File: config.mk
export PLATFORM = sky130hd
export DESIGN_NAME = flag_cond_unit
export DESIGN_NICKNAME = d
export VERILOG_FILES = /design/src/rtl/flag_pkg.sv /design/src/rtl/flag_stack.sv /design/src/rtl/flag_cond_unit.sv
export SDC_FILE = /design/constraint.sdc
export NUM_CORES = 1
export LEC_CHECK = 0
export BUFFER_PORTS_ARGS = -buffer_cell sky130_fd_sc_hd__buf_2
export CELL_PAD_IN_SITES_DETAIL_PLACEMENT = 1
export CELL_PAD_IN_SITES_GLOBAL_PLACEMENT = 1
export CORE_ASPECT_RATIO = 1.5
export CORE_MARGIN = 4
export CORE_UTILIZATION = 42
export DETAILED_ROUTE_END_ITERATION = 8
export GPL_TIMING_DRIVEN = 0
export PLACE_DENSITY = 0.89
export SLEW_MARGIN = 20
export SYNTH_ARGS = -nofsm -noshare
export SYNTH_HDL_FRONTEND = slang
export SYNTH_SLANG_ARGS = --single-unit
export TNS_END_PERCENT = 10
File: constraint.sdc
create_clock -name clk -period 2.7 [get_ports clk]
set_input_delay 0.135 -clock clk [delete_from_list [all_inputs] [get_ports clk]]
set_output_delay 0.135 -clock clk [all_outputs]
set_load 0.005 [all_outputs]
File: src/rtl/flag_pkg.sv
// Shared flag-bit positions, condition-code encodings and the condition evaluator
// used by the flag/condition unit.
package flag_pkg;

    localparam int FLAG_C = 0;
    localparam int FLAG_Z = 1;
    localparam int FLAG_V = 2;
    localparam int FLAG_N = 3;

    localparam logic [3:0] COND_EQ = 4'h0;
    localparam logic [3:0] COND_NE = 4'h1;
    localparam logic [3:0] COND_CS = 4'h2;
    localparam logic [3:0] COND_CC = 4'h3;
    localparam logic [3:0] COND_MI = 4'h4;
    localparam logic [3:0] COND_PL = 4'h5;
    localparam logic [3:0] COND_VS = 4'h6;
    localparam logic [3:0] COND_VC = 4'h7;
    localparam logic [3:0] COND_HI = 4'h8;
    localparam logic [3:0] COND_LS = 4'h9;
    localparam logic [3:0] COND_GE = 4'hA;
    localparam logic [3:0] COND_LT = 4'hB;
    localparam logic [3:0] COND_GT = 4'hC;
    localparam logic [3:0] COND_LE = 4'hD;
    localparam logic [3:0] COND_AL = 4'hE;
    localparam logic [3:0] COND_NV = 4'hF;

    function automatic logic cond_eval(input logic [3:0] status, input logic [3:0] code);
        logic c, z, v, n, r;
        c = status[FLAG_C];
        z = status[FLAG_Z];
        v = status[FLAG_V];
        n = status[FLAG_N];
        case (code)
            COND_EQ: r = z;
            COND_NE: r = ~z;
            COND_CS: r = c;
            COND_CC: r = ~c;
            COND_MI: r = n;
            COND_PL: r = ~n;
            COND_VS: r = v;
            COND_VC: r = ~v;
            COND_HI: r = c & ~z;
            COND_LS: r = ~c | z;
            COND_GE: r = (n == v);
            COND_LT: r = (n != v);
            COND_GT: r = ~z & (n == v);
            COND_LE: r = z | (n != v);
            COND_AL: r = 1'b1;
            default: r = 1'b0;
        endcase
        return r;
    endfunction

endpackage

File: src/rtl/flag_stack.sv
// Parameterised LIFO for status words; illegal operations leave it untouched
// and raise a sticky error until reset.
module flag_stack #(
    parameter int DEPTH = 4,
    parameter int W     = 4,
    parameter int CW    = $clog2(DEPTH + 1)
) (
    input  logic          clk,
    input  logic          rst,
    input  logic          push,
    input  logic          pop,
    input  logic [W-1:0]  din,
    output logic [W-1:0]  dout,
    output logic [CW-1:0] count,
    output logic          full,
    output logic          empty,
    output logic          err
);

    logic [W-1:0] mem [DEPTH];
    logic         do_push;
    logic         do_pop;

    assign full    = (count == CW'(DEPTH));
    assign empty   = (count == '0);
    assign do_push = push & ~pop & ~full;
    assign do_pop  = pop & ~push & ~empty;

    always_ff @(posedge clk) begin
        if (rst) begin
            count <= '0;
            err   <= 1'b0;
        end else begin
            if (do_push) begin
                count <= count + CW'(1);
            end else if (do_pop) begin
                count <= count - CW'(1);
            end
            if ((push & pop) | (push & full) | (pop & empty)) begin
                err <= 1'b1;
            end
        end
    end

    always_ff @(posedge clk) begin
        for (int i = 0; i < DEPTH; i++) begin
            if (do_push && (CW'(i) == count)) begin
                mem[i] <= din;
            end
        end
    end

    // Top of stack is the entry just below the count.
    always_comb begin
        dout = '0;
        for (int i = 0; i < DEPTH; i++) begin
            if (CW'(i + 1) == count) begin
                dout = mem[i];
            end
        end
    end

endmodule

File: src/rtl/flag_cond_unit.sv
// Status register with save/restore stack and a registered condition evaluator
// behind a ready/valid handshake with a one-entry skid.
module flag_cond_unit
    import flag_pkg::*;
#(
    parameter int         STACK_DEPTH  = 4,
    parameter logic [3:0] RESET_STATUS = 4'b0000
) (
    input  logic       clk,
    input  logic       rst,
    input  logic       alu_valid,
    input  logic       carry_in,
    input  logic       zero_in,
    input  logic       overflow_in,
    input  logic       negative_in,
    input  logic       wr_en,
    input  logic [3:0] wr_data,
    input  logic       push,
    input  logic       pop,
    input  logic       cond_valid,
    input  logic [3:0] cond_code,
    output logic       cond_ready,
    output logic       res_valid,
    output logic       res_taken,
    input  logic       res_ready,
    output logic [3:0] status,
    output logic       stack_empty,
    output logic       stack_full,
    output logic       stack_err
);

    localparam int CW = $clog2(STACK_DEPTH + 1);

    logic [3:0]    stack_top;
    logic [CW-1:0] stack_count;
    logic          valid_pop;
    logic [3:0]    alu_flags;
    logic [3:0]    next_status;
    logic          accept;

    flag_stack #(
        .DEPTH (STACK_DEPTH),
        .W     (4),
        .CW    (CW)
    ) u_stack (
        .clk   (clk),
        .rst   (rst),
        .push  (push),
        .pop   (pop),
        .din   (status),
        .dout  (stack_top),
        .count (stack_count),
        .full  (stack_full),
        .empty (stack_empty),
        .err   (stack_err)
    );

    assign valid_pop  = pop & ~push & (stack_count != '0);
    assign cond_ready = ~res_valid | res_ready;
    assign accept     = cond_valid & cond_ready;

    always_comb begin
        alu_flags         = '0;
        alu_flags[FLAG_C] = carry_in;
        alu_flags[FLAG_Z] = zero_in;
        alu_flags[FLAG_V] = overflow_in;
        alu_flags[FLAG_N] = negative_in;
    end

    // A restore from the stack outranks direct loads, which outrank ALU capture.
    always_comb begin
        next_status = status;
        if (valid_pop) begin
            next_status = stack_top;
        end else if (wr_en) begin
            next_status = wr_data;
        end else if (alu_valid) begin
            next_status = alu_flags;
        end
    end

    always_ff @(posedge clk) begin
        if (rst) begin
            status <= RESET_STATUS;
        end else begin
            status <= next_status;
        end
    end

    // Evaluating against next_status forwards same-cycle flag updates.
    always_ff @(posedge clk) begin
        if (rst) begin
            res_valid <= 1'b0;
            res_taken <= 1'b0;
        end else if (accept) begin
            res_valid <= 1'b1;
            res_taken <= cond_eval(next_status, cond_code);
        end else if (res_ready) begin
            res_valid <= 1'b0;
        end
    end

endmodule
==> impl_metrics.csv, run 1 <==
group,metric,value,unit
logic_synthesis,ys_ff_latch,26,
setup_path,cp.required,2.84,ns
detailed_routing,ant_nets,0,
placement,hpwl,3460,um
clock_network,cts_tree,"built",
logic_synthesis,syn-mean-instance-area,10.5,sq um
timing,fmax,0.388,GHz
clock_network,cts.hold.buffers_added,0,
finish,syn_to_final_growth,22.2,%
die,dieArea,4800,sq um
power_and_ir_drop,irDropWorstVdd,0.284,mV
detailed_routing,routed_wirelength,4850,um
logic_synthesis,synth_top_family_by_area,"simple AND/OR/NAND/NOR gates",
global_routing,grt_pass1_vias,1435,
logic_synthesis,syn_inst,149,
logic_synthesis,synth_xor_area_share,1.59,%
placement,port_buffers,28,
logic_synthesis,synth.distinct_cells,49,
detailed_routing,wl_per_cell,21.4,um
min_path,min-delay-start,"cond_valid",
die,rows,26,
detailed_routing,vias,1348,
setup_path,crit_arrival,2.72,ns
logic_synthesis,yosys.area_share.simple,19.9,%
setup_path,cp-start-kind,"flop",
die,die-width,57.9,um
die,start_util,44.7,%
timing,setup_viol,0,
global_routing,grtUsageTotal,19.9,%
timing,post-route-min-period,2.58,ns
logic_synthesis,synth_compound_area_share,19.2,%
global_routing,grt_max_degree,16,
timing,finalSetupTns,0,ns
setup_path,cpPeakStageDelay,0.38,ns
finish,layout-drive-gt1-share,34.1,%
global_routing,grt_pass1_wl,7300,um
timing,worst_slew_margin_rel,54.7,%
clock_network,htreeDepth,1,
detailed_routing,viasPerCell,5.94,
min_path,whs_endpoint,"res_valid$_SDFFE_PP0P_",
setup_path,worstRegToRegCells,12,
setup_path,reg2reg_slack,0.12,ns
power_and_ir_drop,pwr-share-comb,31.5,%
global_routing,antenna_found_initial,0,
setup_path,endpoint_kind,"flop",
timing,finalCritPeriodShare,95.4,%
logic_synthesis,synthAdderAreaFrac,4.78,%
power_and_ir_drop,cellPowerDensity,610,nW/um^2
setup_path,cp_max_fo,9,
setup_path,cpMostUsedCell,"inv_1",
finish,antenna_cells,0,
detailed_routing,dr.pass1.iters,4,
power_and_ir_drop,power_frac_seq,41.0,%
setup_path,path_cells,"inv_1 > ha_1 > buf_2 > nand2_1 > inv_1 > a211o_1 > o22ai_4 > buf_4 > o22a_1 > a31oi_2 > o31ai_2 > o221ai_2",
logic_synthesis,synthMuxAreaShare,6.14,%
power_and_ir_drop,p_total,1.17,mW
logic_synthesis,ys_seq_area_share,43.4,%
die,die_h,82.9,um
min_path,hold_path_depth,3,
min_path,hp-class,"input pin to flop",
setup_path,cp_slowest_cell,"dfxtp_2",
timing,max_slew.worst_pin.slew,0.679,ns
power_and_ir_drop,clockPowerShare,27.5,%
clock_network,cts-buffers-inserted,3,
finish,most-common-layout-cells,"buf_2 (30), nand2_1 (18), edfxtp_1 (16), nor2_1 (13)",
job,maxCapViolations,0,
power_and_ir_drop,p_leak,0.744,nW
setup_path,regToRegStartpoint,"u_stack.count[0]$_SDFFE_PP0P_",
detailed_routing,detail_route.iter0.violations,63,
power_and_ir_drop,p_sw_share,30.7,%
finish,final_common_cell,"buf_2",
global_routing,grt-ovfl-total,0,
finish,layout.nets,212,
clock_network,cts_root_buffer,"clkbuf_8",
logic_synthesis,ys.warnings.count,0,
clock_network,insertion_delay,0.27,ns
detailed_routing,route.detailed.drc,0,
logic_synthesis,syn_area,1570,sq um
setup_path,crit_type,"flop to flop",
power_and_ir_drop,p_int,0.810,mW
setup_path,timing.rr.end,"res_taken$_SDFFE_PP0P_",
placement,gp_congestion,0.799,
outcome,status,"finished clean",
logic_synthesis,syn_nets,175,
clock_network,cts_buffer_depth,2,
clock_network,cts_num_sinks,26,
timing,drv_slew,0,
die,io_pins,30,
clock_network,clk_pin_slew_worst_paths,0.09,ns
timing,fin_skew,0.00326,ns
power_and_ir_drop,p_switching,0.359,mW
timing,hold_viol,0,
die,core-area,3510,sq um
cell type report:
class,instances,area [sq um]
well taps,42,52.6
repair buffers,32,168
clock buffers,3,41.3
clock inverters,1,30.0
flip-flops and latches,26,683
plain buffers,7,53.8
multi-input cells,107,856
fillers,400,1600
inverters,9,33.8
power by group through the flow:
stage          Sequential [mW]  Clock [mW]  Combinational, mW
2_1_floorplan            0.480           0              0.218
3_3_place_gp             0.482           0              0.300
3_5_place_dp             0.486           0              0.321
4_1_cts                  0.478       0.320              0.343
5_1_grt                  0.484       0.332              0.394
6_report                 0.479       0.321              0.369
timing repair:
action | CTS | global route
resized for setup | 6 | 8
cloned | 0 | 1
setup endpoints to repair | 1 | 1
pin swaps | 2 | 6
setup buffers | 2 | 1
kinds of logic after synthesis:
group,Yosys count
AO/OA/AOI/OAI,34
XOR/XNOR,2
adder cells (fa/ha/maj),6
buffers and inverters,16
flip-flops,26
multiplexers,9
AND/OR/NAND/NOR,56
flip-flops by register name (all words and copies together), names as in the netlist:
signal         flops
u_stack.mem       16
res_taken          1
u_stack.err        1
status             4
u_stack.count      3
res_valid          1
synth_stat cells, drive strengths merged:
library cell	count	area share, %
a21boi	1	0.48
buf	4	2.1
o22ai	2	1.7
a211o	2	1.1
o32a	2	2.1
nor2	14	3.5
mux2i	4	2.6
nand2	18	4.3
o31a	1	0.56
clkbuf	3	0.72
nand3b	3	1.4
a221oi	1	0.56
and4b	1	0.64
nor2b	3	1.2
mux2	5	3.6
inv	9	2.2
xor2	1	1.0
a31oi	4	1.6
o21ai	3	0.96
ha	6	4.8
xnor2	1	0.56
a22o	4	2.2
dfxtp	10	13
o22a	1	0.56
a222oi	1	0.64
nor4bb	3	1.9
a21oi	3	0.96
edfxtp	16	31
nor3	5	1.9
nand2b	5	2.2
nor4b	1	1.5
and3	1	0.40
a41oi	1	1.0
nor3b	2	0.96
o221ai	2	1.5
o31ai	1	0.80
o211ai	2	0.96
a211oi	2	0.96
a2111oi	1	0.56
worst max path at each step:
stage	from	end	slack, ns	cells past startpoint
5_1_grt	u_stack.count[0]$_SDFFE_PP0P_	res_taken$_SDFFE_PP0P_	-0.04	12
3_3_place_gp	u_stack.count[2]$_SDFFE_PP0P_	res_taken$_SDFFE_PP0P_	-0.03	12
2_1_floorplan	u_stack.count[2]$_SDFFE_PP0P_	res_taken$_SDFFE_PP0P_	0.21	12
3_5_place_dp	u_stack.count[2]$_SDFFE_PP0P_	res_taken$_SDFFE_PP0P_	-0.20	12
4_1_cts	u_stack.count[2]$_SDFFE_PP0P_	res_taken$_SDFFE_PP0P_	0.02	12
6_report	u_stack.count[0]$_SDFFE_PP0P_	res_taken$_SDFFE_PP0P_	0.12	12
metal layers:
layer  routed length (um)  global-route usage (%)  share of wire [%]  vias up
met5                    0                       0                  0        -
met4                  134                    8.23                2.8        0
met3                  153                    1.09                3.2       10
met2                 2840                    39.4                 58       33
met1                 1730                    20.2                 36      675
li1                     -                       -                  -      630
critical path: cells and delay by family (launching register included):
family | cells | cell delay (ns)
and+or+nand+nor | 1 | 0.15
adders and majority gates | 1 | 0.22
DFF | 1 | 0.38
buffers and inverters | 4 | 0.54
AOI/OAI and AO/OA | 6 | 1.16
per-stage QoR:
stage	utilization [%]	setup WS, ns	hold slack (ns)	area (sq um)	instances
2_1_floorplan	-	0.209	0.264	1570	149
3_3_place_gp	50.1	-0.0326	0.386	1760	219
3_5_place_dp	50.1	-0.201	0.395	1760	219
4_1_cts	53.4	0.0216	0.104	1880	225
5_1_grt	54.6	-0.0355	0.122	1920	227
6_report	54.6	0.123	0.0998	1920	227
(Power assumes the default switching activity.)
==> run 2: changes to the inputs <==
==> constraint.sdc (replaced) <==
create_clock -name clk -period 2.7 [get_ports clk]
set_input_delay 0 -clock clk [delete_from_list [all_inputs] [get_ports clk]]
set_output_delay 0 -clock clk [all_outputs]
set_load 0.005 [all_outputs]
==> run 2 against run 1 <==
  * Clock-buffer cell count stayed put
  * First-iteration DRC count down 29%
  * Design area is 0.52% higher
  * Clock skew shrank 0.00096 ns
  * Hold slack got worse by 0.056 ns
  * Via count is essentially flat
  * Worst setup slack got worse by 0.0030 ns
  * Non-clock buffer count rose by 1
  * Critical endpoint unchanged
  * Largest power group unchanged
==> impl_metrics.csv, run 2 (synthesis gave the netlist of run 1 again) <==
group,metric,value,unit
clock_network,cts_root_buffer,"clkbuf_8",
die,rows,26,
timing,fin_hold_ws,0.0440,ns
power_and_ir_drop,irDropWorstVdd,0.284,mV
timing,fin_skew,0.00229,ns
die,dieArea,4800,sq um
detailed_routing,route.detailed.drc,0,
finish,layout.nets,213,
global_routing,grt_pass1_wl,7340,um
power_and_ir_drop,p_leak,0.749,nW
min_path,hold_path_depth,3,
timing,fmax,0.388,GHz
setup_path,cp.required,2.84,ns
setup_path,cp_slowest_cell,"dfxtp_2",
setup_path,crit_type,"flop to flop",
setup_path,crit_family,"compound AO/OA/AOI/OAI gates",
global_routing,grt-ovfl-total,0,
finish,top_register,"u_stack.mem",
setup_path,path_buf_inv,4,
finish,antenna_cells,0,
clock_network,cts_buffer_depth,2,
placement,port_buffers,28,
finish,syn_to_final_growth,22.9,%
timing,finalCritPeriodShare,95.6,%
global_routing,grt_max_degree,16,
die,io_pins,30,
placement,hpwl,3460,um
detailed_routing,detail_route.iter0.violations,45,
setup_path,path_depth,12,
job,maxCapViolations,0,
setup_path,cpPeakStageDelay,0.38,ns
timing,drv_slew,0,
timing,worst_slew_margin_rel,55.2,%
die,core-area,3510,sq um
finish,most-common-layout-cells,"buf_2 (30), nand2_1 (18), edfxtp_1 (16), nor2_1 (13)",
timing,setup_viol,0,
clock_network,cts-buffers-inserted,3,
clock_network,insertion_delay,0.27,ns
finish,final_common_cell,"buf_2",
finish,largest_registers,"u_stack.mem x16, status x4, u_stack.count x3",
detailed_routing,routed_wirelength,4880,um
setup_path,cp_max_fo,9,
power_and_ir_drop,clockPowerShare,27.6,%
min_path,hp-class,"input pin to flop",
setup_path,cpMostUsedCell,"inv_1",
timing,max_slew.worst_pin.slew,0.671,ns
setup_path,endpoint_kind,"flop",
timing,finalSetupTns,0,ns
clock_network,cts_num_sinks,26,
detailed_routing,vias,1349,
power_and_ir_drop,pwr-share-comb,31.6,%
setup_path,cp-start-kind,"flop",
power_and_ir_drop,p_sw_share,30.9,%
finish,largest_reg_flops,16,
global_routing,antenna_found_initial,0,
power_and_ir_drop,power_frac_seq,40.9,%
timing,hold_viol,0,
detailed_routing,viasPerCell,5.92,
clock_network,cts_tree,"built",
die,die-width,57.9,um
setup_path,path_cells,"inv_1 > ha_1 > buf_2 > nand2_1 > inv_1 > a211o_1 > o22ai_4 > buf_4 > o22a_1 > a31oi_2 > o31ai_2 > o221ai_2",
placement,gp_congestion,0.799,
die,die_h,82.9,um
power_and_ir_drop,p_int,0.811,mW
clock_network,clk_pin_slew_worst_paths,0.09,ns
detailed_routing,ant_nets,0,
setup_path,worstRegToRegCells,12,
setup_path,crit_arrival,2.72,ns
timing,post-route-min-period,2.58,ns
clock_network,htreeDepth,1,
power_and_ir_drop,p_switching,0.363,mW
global_routing,grt_pass1_vias,1436,
detailed_routing,wl_per_cell,21.4,um
detailed_routing,dr.pass1.iters,4,
power_and_ir_drop,cellPowerDensity,609,nW/um^2
global_routing,grtUsageTotal,20.0,%
outcome,status,"finished clean",
finish,layout-drive-gt1-share,33.9,%
die,start_util,44.7,%
-- run 2: changes by cell type in the layout (fill, tap and decap cells not counted) --
| cell | before | now |
|---|---|---|
| dlygate4sd3_1 | 0 | 1 |
-- run 2: final timing paths --
check,start,to,slack [ns]
worst max-delay path,u_stack.count[0]$_SDFFE_PP0P_,res_taken$_SDFFE_PP0P_,0.12
worst min-delay path,pop,u_stack.err$_SDFFE_PP0P_,0.04
worst min register to register,u_stack.err$_SDFFE_PP0P_,u_stack.err$_SDFFE_PP0P_,0.51
worst max register to register,u_stack.count[0]$_SDFFE_PP0P_,res_taken$_SDFFE_PP0P_,0.12
-- run 2: metal layers --
metal  up-vias  GRT usage (%)  share of wire [%]
li1        631              -                  -
met1       678           20.5                 36
met2        30           39.4                 58
met3        10           1.09                2.9
met4         0           8.23                2.8
met5         -              0                  0
-- run 2: worst register-to-register path: cells and delay by family, from the launching register on --
family / cells / cell delay (ns)
AOI/OAI and AO/OA: 6 / 1.15
adders and majority gates: 1 / 0.22
buffers and inverters: 4 / 0.55
DFF: 1 / 0.38
and+or+nand+nor: 1 / 0.15
-- run 2: cell type report --
class	count	area [sq um]
Multi-Input combinational cell	107	856
Clock inverter	1	30.0
Clock buffer	3	41.3
Fill cell	401	1590
Tap cell	42	52.6
Timing Repair Buffer	33	178
Inverter	9	33.8
Buffer	7	53.8
Sequential cell	26	683
-- run 2: through the flow --
| step | power, mW | setup WS (ns) | cell area, sq um | std cells | util, % |
|---|---|---|---|---|---|
| after detailed placement | 0.807 | -0.201 | 1760 | 219 | 50.1 |
| after global placement | 0.782 | -0.0326 | 1760 | 219 | 50.1 |
| after floorplan | 0.698 | 0.209 | 1570 | 149 | - |
| after global routing | 1.21 | -0.0364 | 1930 | 228 | 54.9 |
| after CTS | 1.14 | 0.0216 | 1890 | 226 | 53.7 |
| final | 1.17 | 0.120 | 1930 | 228 | 54.9 |
-- run 2: repair_timing --
item                                    CTS  global route
hold buffers                              1             0
buffers inserted                          2             1
gates cloned                              0             1
gates resized for setup                   6             8
endpoints found under the setup margin    1             1
hold endpoints to repair                  1             0
pin swaps                                 2             6
-- run 2: power by group through the flow --
stage	logic [mW]	clock network [mW]	registers [mW]
after floorplan	0.218	0	0.480
after global placement	0.300	0	0.482
after detailed placement	0.321	0	0.486
after CTS	0.344	0.320	0.478
after global routing	0.396	0.332	0.484
final	0.371	0.324	0.480
